### src/rtl/serial_grid_evaluator_pkg.sv
// Shared definitions for the serial grid evaluator: FSM states, LUT width and
// helpers deriving genome, selector and fitness widths from the grid parameters.
package serial_grid_evaluator_pkg;

   typedef enum logic [1:0] {
      ST_IDLE = 2'd0,
      ST_EVAL = 2'd1,
      ST_DONE = 2'd2
   } state_t;

   localparam int LUT_W = 16;

   // Selector width; a single-cell grid still needs one selector bit.
   function automatic int calc_sw(input int rows, input int cols);
      int s;
      s = $clog2(rows * cols);
      return (s < 1) ? 1 : s;
   endfunction

   function automatic int calc_g(input int rows, input int cols, input int outs);
      return rows * cols * LUT_W + outs * calc_sw(rows, cols);
   endfunction

   function automatic int calc_fit_w(input int ins, input int outs);
      return $clog2(outs * (2 ** ins) + 1);
   endfunction

endpackage

### src/rtl/serial_grid_evaluator_lut_grid.sv
// Combinational ROW x COL grid of 4-input LUT cells fed from west, north and
// north-west neighbours, plus per-output cell selectors taken from the genome.
module lut_grid
   import serial_grid_evaluator_pkg::*;
#(
   parameter  int ROW = 4,
   parameter  int COL = 4,
   parameter  int IN  = 4,
   parameter  int OUT = 2,
   localparam int SW  = calc_sw(ROW, COL),
   localparam int G   = calc_g(ROW, COL, OUT)
) (
   input  logic [G-1:0]   genome,
   input  logic [IN-1:0]  inp,
   output logic [OUT-1:0] out
);

   always_comb begin
      logic [ROW*COL-1:0] w_cells;
      logic               w_edge;
      logic               w_west;
      logic               w_north;
      logic               w_nw;
      logic [3:0]         w_idx;
      logic [SW-1:0]      w_sel;
      // NOTE: every variable gets a default first so no path through the block infers a latch.
      w_cells = '0;
      w_edge  = 1'b0;
      w_west  = 1'b0;
      w_north = 1'b0;
      w_nw    = 1'b0;
      w_idx   = '0;
      w_sel   = '0;
      out     = '0;

      // Row-major order guarantees every neighbour is resolved before it is read.
      for (int i = 0; i < ROW; i++) begin
         for (int j = 0; j < COL; j++) begin
            w_edge  = inp[(i + j) % IN];
            w_west  = (j > 0) ? w_cells[i*COL + j - 1] : w_edge;
            w_north = (i > 0) ? w_cells[(i-1)*COL + j] : w_edge;
            w_nw    = (i > 0 && j > 0) ? w_cells[(i-1)*COL + j - 1] : w_edge;
            w_idx   = {inp[(i*COL + j) % IN], w_nw, w_north, w_west};
            w_cells[i*COL + j] = genome[LUT_W*(i*COL + j) + int'(w_idx)];
         end
      end

      for (int k = 0; k < OUT; k++) begin
         w_sel = genome[ROW*COL*LUT_W + k*SW +: SW];
         if (int'(w_sel) < ROW*COL) out[k] = w_cells[w_sel];
      end
   end

endmodule

### src/rtl/serial_grid_evaluator.sv
// Serially configured LUT-grid circuit scored against a target truth table.
// Define GRID_PIPE_EN to register grid outputs before comparison (+1 cycle latency).
module serial_grid_evaluator
   import serial_grid_evaluator_pkg::*;
#(
   parameter  int ROW = 4,
   parameter  int COL = 4,
   parameter  int IN  = 4,
   parameter  int OUT = 2,
   localparam int G   = calc_g(ROW, COL, OUT),
   localparam int NV  = 2 ** IN,
   localparam int TW  = OUT * NV,
   localparam int FW  = calc_fit_w(IN, OUT)
) (
   input  logic          clk,
   input  logic          rst,
   input  logic          cfg_valid,
   input  logic          cfg_bit,
   output logic          cfg_full,
   input  logic [TW-1:0] target,
   input  logic          start,
   output logic          busy,
   output logic          done,
   output logic [FW-1:0] fitness
);

   localparam int            CW       = $clog2(G + 1);
   localparam logic [IN-1:0] LAST_VEC = IN'(NV - 1);

   state_t         r_state;
   logic [G-1:0]   r_shadow;
   logic [G-1:0]   r_active;
   logic [CW-1:0]  r_count;
   logic [TW-1:0]  r_target;
   logic [FW-1:0]  r_fitness;
   logic [IN-1:0]  r_vec;
   logic           r_busy;
   logic           r_done;

   logic [OUT-1:0] w_grid_out;
   logic [OUT-1:0] w_cmp_out;
   logic [IN-1:0]  w_cmp_vec;
   logic           w_cmp_valid;
   logic           w_cmp_last;
   logic [FW-1:0]  w_match;
   logic           w_start_ok;

   lut_grid #(.ROW(ROW), .COL(COL), .IN(IN), .OUT(OUT)) u_grid (
      .genome (r_active),
      .inp    (r_vec),
      .out    (w_grid_out)
   );

`ifdef GRID_PIPE_EN
   logic           r_issue;
   logic           r_pvalid;
   logic [IN-1:0]  r_pvec;
   logic [OUT-1:0] r_pout;

   assign w_cmp_valid = r_pvalid;
   assign w_cmp_vec   = r_pvec;
   assign w_cmp_out   = r_pout;
`else
   assign w_cmp_valid = (r_state == ST_EVAL);
   assign w_cmp_vec   = r_vec;
   assign w_cmp_out   = w_grid_out;
`endif

   assign w_cmp_last = w_cmp_valid && (w_cmp_vec == LAST_VEC);
   assign w_match    = FW'($countones(~(w_cmp_out ^ r_target[w_cmp_vec*OUT +: OUT])));
   assign w_start_ok = start && (r_state != ST_EVAL);

   assign cfg_full = (r_count == CW'(G));
   assign busy     = r_busy;
   assign done     = r_done;
   assign fitness  = r_fitness;

   always_ff @(posedge clk) begin
      if (rst) begin
         r_shadow <= '0;
         r_count  <= '0;
      end else begin
         // NOTE: non-blocking assignments make every flop sample pre-edge values, so a
         // start in the same cycle as a shift commits the shadow as it was before that shift.
         if (cfg_valid) r_shadow <= {r_shadow[G-2:0], cfg_bit};
         if (w_start_ok)                            r_count <= cfg_valid ? CW'(1) : '0;
         else if (cfg_valid && r_count != CW'(G))   r_count <= r_count + CW'(1);
      end
   end

   always_ff @(posedge clk) begin
      if (rst) begin
         r_state   <= ST_IDLE;
         r_active  <= '0;
         r_target  <= '0;
         r_fitness <= '0;
         r_vec     <= '0;
         r_busy    <= 1'b0;
         r_done    <= 1'b0;
`ifdef GRID_PIPE_EN
         r_issue   <= 1'b0;
         r_pvalid  <= 1'b0;
         r_pvec    <= '0;
         r_pout    <= '0;
`endif
      end else begin
         case (r_state)
            ST_IDLE, ST_DONE: begin
               r_done <= 1'b0;
               if (start) begin
                  r_active  <= r_shadow;
                  r_target  <= target;
                  r_fitness <= '0;
                  r_vec     <= '0;
                  r_busy    <= 1'b1;
                  r_state   <= ST_EVAL;
`ifdef GRID_PIPE_EN
                  r_issue   <= 1'b1;
                  r_pvalid  <= 1'b0;
`endif
               end else begin
                  r_state <= ST_IDLE;
               end
            end
            ST_EVAL: begin
               if (w_cmp_valid) r_fitness <= r_fitness + w_match;
               if (w_cmp_last) begin
                  r_state <= ST_DONE;
                  r_done  <= 1'b1;
                  r_busy  <= 1'b0;
               end
`ifdef GRID_PIPE_EN
               r_pvalid <= r_issue;
               r_pvec   <= r_vec;
               r_pout   <= w_grid_out;
               if (r_issue) begin
                  if (r_vec == LAST_VEC) r_issue <= 1'b0;
                  else                   r_vec   <= r_vec + IN'(1);
               end
`else
               r_vec <= r_vec + IN'(1);
`endif
            end
            default: r_state <= ST_IDLE;
         endcase
      end
   end

endmodule

### config.mk
export PLATFORM = sky130hd
export DESIGN_NAME = serial_grid_evaluator
export DESIGN_NICKNAME = d
export VERILOG_FILES = /design/src/rtl/serial_grid_evaluator_pkg.sv /design/src/rtl/serial_grid_evaluator_lut_grid.sv /design/src/rtl/serial_grid_evaluator.sv
export SDC_FILE = /design/constraint.sdc
export NUM_CORES = 1
export LEC_CHECK = 0
export ABC_CLOCK_PERIOD_IN_PS = 15330
export CAP_MARGIN = 20
export CORE_ASPECT_RATIO = 0.8
export CORE_MARGIN = 1.5
export CORE_UTILIZATION = 50
export CTS_BUF_LIST = sky130_fd_sc_hd__clkbuf_16
export CTS_CLUSTER_DIAMETER = 40
export DETAILED_ROUTE_END_ITERATION = 16
export DONT_BUFFER_PORTS = 1
export HOLD_SLACK_MARGIN = 0.05
export PLACE_DENSITY = 0.61
export SYNTH_ARGS = -nofsm -noshare
export SYNTH_HDL_FRONTEND = slang
export SYNTH_SLANG_ARGS = --single-unit
### constraint.sdc
create_clock -name clk -period 15.33 [get_ports clk]
set_input_delay 2.2995 -clock clk [delete_from_list [all_inputs] [get_ports clk]]
set_output_delay 2.2995 -clock clk [all_outputs]
set_load 0.1 [all_outputs]
==> flow_metrics.tcl, run 1 <==
set metrics [dict create \
    cpMaxStageDelayCell "mux4_2" \
    postSynthCellCount 2215 \
    async_flop_share_pct 0 \
    grt_remaining_overflow 0 \
    clock_path_buffers 3 \
    path_max_fanout 12 \
    p_per_area_nw_per_um2 123 \
    fmax_ghz 0.158 \
    final_common_cell "dfxtp_1" \
    status "finished, final reports clean" \
    wl_per_cell_um 15.4 \
    relSlewSlack_pct 21.5 \
    dieArea_um2 41600 \
    initialDrtViolationCount 1036 \
    crit_top_cell "mux2i_1" \
    worst_slew_pin_slew_ns 1.18 \
    rrSetupSlack_ns 9.02 \
    cts.sinks 509 \
    cts_root_buf "clkbuf_16" \
    nNetsFinal 2173 \
    drc 0 \
    place_congestion 0.830 \
    synth_edf_count 0 \
    cpPeakStageDelay_ns 0.63 \
    critPathKind "reg2reg" \
    grt_pass1_wl_um 69600 \
    grt_max_degree 503 \
    htree_num_levels 2 \
    routed_wl_um 41800 \
    fin_crit_sh_pct 41.2 \
    power.leakage_nw 8.48 \
    path_clk_slew_ns 0.06 \
    ys.warnings.count 0 \
    min_to "r_active[263]" \
    finalHoldViolCount 0 \
    rr_endpoint "fitness[4]" \
    core_region_area_um2 39600 \
    cp-start-kind "flip-flop" \
    final_util_pct 56.1 \
    reg2reg_depth 20 \
    ioPinCount 46 \
    cap_viol_max_count 0 \
    pre_cts_ws_ns 9.04 \
    wl_met3_um 2180 \
    critPathTopFamily "multiplexers" \
    routed.top_layer "met4" \
    antenna_found_initial 0 \
    drt-vias-per-instance 5.30 \
    post_cts_resize_count 0 \
    cp_num_buf_inv 3 \
    end_kind "flip-flop" \
    mostFrequentLayoutCells "dfxtp_1, nand2_1, mux2i_1" \
    holdCritStartpoint "r_shadow[263]" \
    antennaDiodeCount 0 \
    drtPass1Iterations 5 \
    synth_largest_area_cell "dfxtp_1" \
    initial_core_util_pct 51.0 \
    finalMaxSlewViolations 0 \
    r2r-start "r_vec[1]" \
    avgSynthCellArea_um2 9.12 \
    min_path_cells 2 \
    yosysSeqAreaShare_pct 50.4 \
    cts_tree "done" \
    ys_ff_latch 509 \
    dpl.hpwl_um 25300 \
    synth_area_leaders "dfxtp_1, mux2i_1, nand2_1" \
    die_h_um 183 \
    period_needed_ns 6.31 \
    synth.top_cell.area_share_pct 50.4 \
    fin_tns_setup_ns 0 \
    rsz0062_at_grt "no" \
    synth_cell_types 58 \
    clock_skew_ns 0.0231 \
    post_cts.repair.setup_buffers 0 \
    cp_cell_sequence "buf_4 -> mux2i_4 -> mux2i_1 -> buf_4 -> mux4_2 -> mux2i_1 -> mux4_2 -> mux2i_1 -> mux2i_1 -> mux2i_1 -> mux2_2 -> and4_1 -> o32a_1 -> a311o_1 -> fa_1 -> inv_1 -> ha_1 -> nand4_1 -> or2_2 -> a21oi_1" \
    setup_viol 0 \
    grt_pass1_vias 13400 \
    gr-usage-all-layers_pct 20.0 \
    cts_hold_buf 0 \
    crit_required_ns 15.85 \
    syn_nets 2257 \
    wl_met1_um 21600 \
    wl_met2_um 17300 \
    syn-cell-area_um2 20200 \
    routed-via-count 14400 \
    vdd_drop_max_mv 0.109 \
    die_x_um 228 \
    area_growth_pct 9.97 \
    fin_ws_ns 9.02 \
    synthFlopType "dfxtp_1" \
    cts_buffers 55 \
    drive_gt1_share_pct 6.67 \
    hold_path.class "reg2reg" \
    rows 65 \
    arrival_ns 6.83 \
    drtAntennaViolNets 0 \
    port_buffers 0 \
    insertion_delay_ns 0.58 \
]
-- per-layer routing --
layer,global-route usage [%],vias to the layer above
met5,0,-
met4,4.93,0
met3,3.89,53
met2,29.3,249
met1,30.1,6788
li1,-,7271
-- registers in the layout (all words and copies together) (netlist names) --
name	cells
r_shadow	264
r_active	190
r_target	32
r_count	9
fitness	6
r_vec	4
r_state	2
busy	1
done	1
-- how the worst max path moves through the flow --
stage / depth (start not counted) / to / slack (ns) / startpoint
2_1_floorplan: 20 / fitness[4] / 9.58 / r_vec[0]
3_3_place_gp: 20 / fitness[4] / 9.16 / r_vec[1]
3_5_place_dp: 20 / fitness[4] / 9.04 / r_vec[1]
4_1_cts: 20 / fitness[4] / 9.01 / r_vec[1]
5_1_grt: 20 / fitness[4] / 8.67 / r_vec[1]
6_report: 20 / fitness[4] / 9.02 / r_vec[1]
-- cell type report --
cell class / instances / area, um^2
fill: 3572 / 17400
sequential: 509 / 10200
multi-input combinational: 1535 / 9360
inverter: 16 / 60.1
tap: 536 / 671
timing repair buffer: 14 / 141
clock buffer: 57 / 1430
clock inverter: 42 / 365
-- worst min-delay path, delay by kind of cell, from the launching register on --
kind             cells  cell delay [ns]
AO/OA/AOI/OAI        1             0.05
AND/OR/NAND/NOR      1             0.05
flip-flops           1             0.31
-- synth_stat cells (all sizes together) (2+ instances only) --
cell and number:
nand3b 2, nand2 468, a211oi 13, o21ai 5, o22ai 6, o211ai 4
and3 4, or2 2, xor2 5, mux2i 360, nor3 3, a221oi 2
inv 16, mux4 18, o31ai 3, and4 2, nor3b 2, and2 4
a21oi 240, o32a 2, dfxtp 509, a22oi 4, nor2b 12, clkbuf 111
mux2 18, buf 44, o221ai 3, ha 4, a2111oi 2, nand3 8
nand2b 6, a221o 2, nand4 3, nor2 315, a311o 2
-- power breakdown --
part,switching (W),internal (W)
sequential,0.0000104,0.00133
combinational,0.0000520,0.0000344
clock,0.000536,0.000761
-- through the flow --
step	instance area, um^2	hold slack (ns)	cells	power (W)
finish	22200	0.443	2709	0.00272
global route	22200	0.470	2709	0.00283
CTS	22200	0.448	2706	0.00276
detailed placement	20400	0.443	2607	0.00145
global placement	20400	0.435	2607	0.00145
floorplan	20200	0.431	2215	0.00147
-- logic make-up after synthesis --
kind of cell,after synthesis,synth area share [%]
and+or+nand+nor,833,16.1
DFF,509,50.4
muxes,396,21.2
AOI/OAI and AO/OA,296,8.34
buffers and inverters,171,3.30
xor gates and xnor gates,5,0.217
adders and majority gates,5,0.347
Power figures use the tool's default switching activity.
==> run 2: changes to the inputs <==
Settings changed: ABC_CLOCK_PERIOD_IN_PS 15330 to 5200, PLACE_DENSITY 0.61 to 0.64.
Clock period 15.33 ns to 5.2 ns, I/O delays scaled along.
==> run 2 against run 1 <==
The run now ends with slew limit, setup timing left. Via count rose by 1.8%. First-iteration DRC count up 31%. Utilization increased by 1.2 points. Critical endpoint is now fitness[5]. Highest routed layer unchanged.
==> flow_metrics.tcl, run 2 (synthesized netlist as in run 1, its figures left out) <==
set metrics [dict create \
    status "finished with violations" \
    failed_checks "slew limit, setup timing" \
    fin_tns_setup_ns -0.550 \
    place_congestion 0.867 \
    rrSetupSlack_ns -0.20 \
    internal_power_w 0.00635 \
    hold_path.class "in2reg" \
    path_max_fanout 6 \
    worst_slew_pin_slew_ns 1.77 \
    dpl.hpwl_um 26200 \
    cap_viol_max_count 0 \
    power.leakage_nw 8.72 \
    fin_crit_sh_pct 104 \
    ioPinCount 46 \
    reg_top3 "r_shadow x264, r_active x190, r_target x32" \
    gr-usage-all-layers_pct 20.3 \
    reg2reg_depth 19 \
    p_sw_share_pct 22.1 \
    end_kind "flip-flop" \
    finalHoldViolCount 0 \
    pre_cts_ws_ns -0.310 \
    p_clk_share_pct 48.1 \
    final_util_pct 57.3 \
    r2r-start "r_vec[0]" \
    grt_pass1_vias 13600 \
    rows 65 \
    grt_remaining_overflow 0 \
    p_per_area_nw_per_um2 359 \
    core_region_area_um2 39600 \
    insertion_delay_ns 0.58 \
    setup_viol 5 \
    cts_hold_buf 0 \
    nNetsFinal 2210 \
    relSlewSlack_pct -17.8 \
    clock_path_buffers 3 \
    die_x_um 228 \
    drt-vias-per-instance 5.32 \
    port_buffers 0 \
    routed_wl_um 42600 \
    arrival_ns 5.83 \
    drive_gt1_share_pct 9.35 \
    final_common_cell "dfxtp_1" \
    grt_pass1_wl_um 70600 \
    period_needed_ns 5.40 \
    holdWs_ns 0.263 \
    antennaDiodeCount 0 \
    dpl.cell_count 2643 \
    cts_root_buf "clkbuf_16" \
    clock_skew_ns 0.0219 \
    p_switching_w 0.00180 \
    dieArea_um2 41600 \
    rr_endpoint "fitness[5]" \
    grt_max_degree 503 \
    die_h_um 183 \
    final_cells 2750 \
    path_clk_slew_ns 0.06 \
    finalMaxSlewViolations 227 \
    largest_reg_flops 264 \
    mostFrequentLayoutCells "dfxtp_1, nand2_1, mux2i_1" \
    drtAntennaViolNets 0 \
    min_path_cells 1 \
    power_frac_seq_pct 48.5 \
    initialDrtViolationCount 1356 \
    antenna_found_initial 0 \
    fin_ws_ns -0.200 \
    holdCritStartpoint "rst" \
    cp-start-kind "flip-flop" \
    min_to "r_target[16]" \
    htree_num_levels 2 \
    fmax_ghz 0.185 \
    initial_core_util_pct 51.0 \
    rsz0062_at_grt "yes" \
    area_growth_pct 12.3 \
    critPathKind "reg2reg" \
    routed-via-count 14600 \
    largest-register "r_shadow" \
    cts_buffers 56 \
    drc 0 \
    cts_tree "done" \
    drtPass1Iterations 6 \
    wl_per_cell_um 15.5 \
    crit_required_ns 5.63 \
    cts.sinks 509 \
    vdd_drop_max_mv 0.241 \
    pwr-share-comb_pct 3.4 \
]
-- run 2: cell count changes in the layout (fill, tap and decap cells not counted), sizes merged --
cell    delta
buf       +37
inv        -4
clkinv     +8
bufinv     +1
clkbuf     -1
-- run 2: critical path: stages, from the launching register on --
cell      delay, ns
dfxtp_2        0.36
mux2i_4        0.28
mux2i_4        0.29
mux4_2         0.68
mux2i_4        0.27
mux4_2         0.58
mux2i_1        0.21
buf_4          0.16
mux2i_1        0.20
mux2i_1        0.11
mux2i_2        0.27
a221oi_1       0.16
o32a_1         0.35
a311o_1        0.29
fa_2           0.34
inv_2          0.09
nand4_1        0.15
o211ai_1       0.26
o31a_1         0.16
nor2_1         0.04
-- run 2: how the worst max path moves through the flow --
stage | from | endpoint | slack (ns)
global route | r_vec[0] | fitness[5] | -0.44
finish | r_vec[0] | fitness[5] | -0.20
floorplan | r_vec[0] | fitness[4] | -0.24
detailed placement | r_vec[0] | fitness[4] | -0.31
global placement | r_vec[0] | fitness[5] | -0.06
CTS | r_vec[0] | fitness[4] | -0.19
-- run 2: cell type report --
cell class	count	area [um^2]
Clock buffer	57	1430
Clock inverter	47	445
Fill cell	3521	16900
Inverter	16	60.1
Multi-Input combinational cell	1535	9460
Sequential cell	509	10200
Tap cell	536	671
Timing Repair Buffer	50	438
-- run 2: repair_timing --
item	CTS	global route
endpoints found under the hold margin	0	0
endpoints found under the setup margin	5	6
pin swaps	2	1
resized for setup	7	8
setup buffers	3	0
-- run 2: power groups by stage --
stage	Clock (W)	Combinational (W)	Sequential, W
6_report	0.00392	0.000279	0.00395
5_1_grt	0.00419	0.000297	0.00395
4_1_cts	0.00401	0.000271	0.00395
3_5_place_dp	0	0.000270	0.00404
3_3_place_gp	0	0.000264	0.00404
2_1_floorplan	0	0.000305	0.00403
-- run 2: per-stage QoR --
step	power, W	instance area (um^2)
final	0.00815	22700
after global routing	0.00844	22700
after CTS	0.00823	22700
after detailed placement	0.00431	20700
after global placement	0.00430	20700
after floorplan	0.00434	20300
-- run 2: metal layers --
metal  GRT usage (%)  up-vias  share of wire [%]
li1                -     7337                  -
met1            30.2     6897                 51
met2            29.4      307                 41
met3            3.84       81                5.5
met4            6.91        0                2.5
met5               0        -                  0
==> run 3: changes to the inputs <==
Settings changed: CTS_CLUSTER_SIZE set to 20, SLEW_MARGIN set to 20.
==> run 3 against run 2 <==
The run still ends with slew limit, setup timing left. Clock-buffer cell count fell by 3. Critical path depth unchanged. Clock power about the same. Combinational power rose by 2%. Flip-flop and latch count did not move. Design area decreased by 0.14%. Critical path type unchanged. Critical endpoint unchanged. Largest power group unchanged.
==> flow_metrics.tcl, run 3 (synthesized netlist as in run 1, its figures left out) <==
set metrics [dict create \
    finalHoldViolCount 0 \
    reg2reg_depth 19 \
    cap_viol_max_count 0 \
    end_kind "flip-flop" \
    failed_checks "slew limit, setup timing" \
    holdWs_ns 0.273 \
    clock_path_buffers 3 \
    drtAntennaViolNets 0 \
    drtPass1Iterations 7 \
    gr-usage-all-layers_pct 20.3 \
    cpMaxStageDelayCell "mux4_2" \
    path_clk_slew_ns 0.07 \
    relSlewSlack_pct -25.8 \
    min_path_cells 1 \
    grt_pass1_wl_um 70500 \
    fillers 3515 \
    drive_gt1_share_pct 9.46 \
    die_x_um 228 \
    grt_pass1_vias 13600 \
    cts_hold_buf 0 \
    insertion_delay_ns 0.59 \
    status "finished with violations" \
    reg_top3 "r_shadow x264, r_active x190, r_target x32" \
    place_congestion 0.867 \
    path_max_fanout 6 \
    vdd_drop_max_mv 0.231 \
    place_area_um2 20700 \
    dieArea_um2 41600 \
    port_buffers 0 \
    cts_buffers 53 \
    critPathKind "reg2reg" \
    cts.sinks 509 \
    cts_tree "done" \
    drt-vias-per-instance 5.31 \
    fin_total_pwr_w 0.00815 \
    power.leakage_nw 8.71 \
    antenna_found_initial 0 \
    largest-register "r_shadow" \
    largest_reg_flops 264 \
    initial_core_util_pct 51.0 \
    routed-via-count 14600 \
    final_common_cell "dfxtp_1" \
    ioPinCount 46 \
    worst_slew_pin_slew_ns 1.89 \
    fin_ws_ns -0.190 \
    wl_per_cell_um 15.5 \
    crit_required_ns 5.63 \
    fin_crit_sh_pct 104 \
    dpl.hpwl_um 26200 \
    cp_cell_sequence "mux2i_4 -> mux2i_4 -> mux4_2 -> mux2i_4 -> mux4_2 -> mux2i_1 -> buf_4 -> mux2i_1 -> mux2i_1 -> mux2i_2 -> a221oi_1 -> o32a_1 -> a311o_1 -> fa_2 -> inv_2 -> nand4_1 -> o211ai_1 -> o31a_1 -> nor2_1" \
    die_h_um 183 \
    period_needed_ns 5.39 \
    rsz0062_at_grt "yes" \
    mostFrequentLayoutCells "dfxtp_1, nand2_1, mux2i_1" \
    routed_wl_um 42700 \
    antennaDiodeCount 0 \
    drc 0 \
    grt_max_degree 503 \
    htree_num_levels 2 \
    fmax_ghz 0.186 \
    nNetsFinal 2207 \
    fin_area_um2 22700 \
    cts_root_buf "clkbuf_16" \
    setup_viol 4 \
    rows 65 \
    clock_skew_ns 0.0229 \
    cpPeakStageDelay_ns 0.68 \
    finalMaxSlewViolations 126 \
    hold_path.class "in2reg" \
    initialDrtViolationCount 1339 \
    p_per_area_nw_per_um2 359 \
    core_region_area_um2 39600 \
    grt_remaining_overflow 0 \
    cp-start-kind "flip-flop" \
    arrival_ns 5.82 \
    area_growth_pct 12.2 \
]
## run 3: critical path, delay by kind of cell, from the launching register on
| family | cells | cell delay [ns] |
|---|---|---|
| multiplexers | 9 | 2.90 |
| flip-flops | 1 | 0.36 |
| AND/OR/NAND/NOR | 2 | 0.19 |
| AO/OA/AOI/OAI | 5 | 1.20 |
| buffers and inverters | 2 | 0.25 |
| adder cells (fa/ha/maj) | 1 | 0.34 |
## run 3: final timing paths
check                     start            end  slack (ns)
setup / recovery       r_vec[0]     fitness[5]       -0.19
hold / removal              rst   r_target[24]        0.27
setup reg to reg       r_vec[0]     fitness[5]       -0.19
hold reg to reg   r_active[205]  r_active[205]        0.45
## run 3: final cells by class
cell class / count / area [um^2] / share of cell area, %
clock buffer: 54 / 1350 / 5.96
tap: 536 / 671 / 2.96
clock inverter: 45 / 489 / 2.16
inverter: 16 / 60.1 / 0.265
timing repair buffer: 50 / 438 / 1.93
sequential: 509 / 10200 / 45.0
multi-input combinational: 1535 / 9460 / 41.7
## run 3: timing repair
item / in CTS / in global routing
setup buffers: 3 / 0
gates cloned: 0 / 0
pin swaps: 2 / 1
endpoints found under the setup margin: 5 / 6
resized for setup: 7 / 8
## run 3: through the flow
| stage | setup WS [ns] | setup TNS [ns] | cells | utilization (%) |
|---|---|---|---|---|
| after floorplan | -0.239 | -0.672 | 2215 | - |
| final | -0.190 | -0.497 | 2745 | 57.2 |
| after global routing | -0.453 | -1.80 | 2745 | 57.2 |
| after detailed placement | -0.310 | -1.02 | 2643 | 52.4 |
| after CTS | -0.193 | -0.573 | 2745 | 57.1 |
| after global placement | -0.0588 | -0.103 | 2643 | 52.4 |
## run 3: power by group
part           internal [W]  switching [W]  leakage [nW]
combinational      0.000123       0.000161          3.69
sequential          0.00392      0.0000315          4.10
clock               0.00222        0.00170         0.921
total               0.00626        0.00189          8.71
## run 3: per-layer routing
| metal | global-route usage, % | routed length, um |
|---|---|---|
| met5 | 0 | 0 |
| met4 | 7.47 | 1210 |
| met3 | 3.89 | 2120 |
| met2 | 29.1 | 17400 |
| met1 | 30.1 | 21900 |
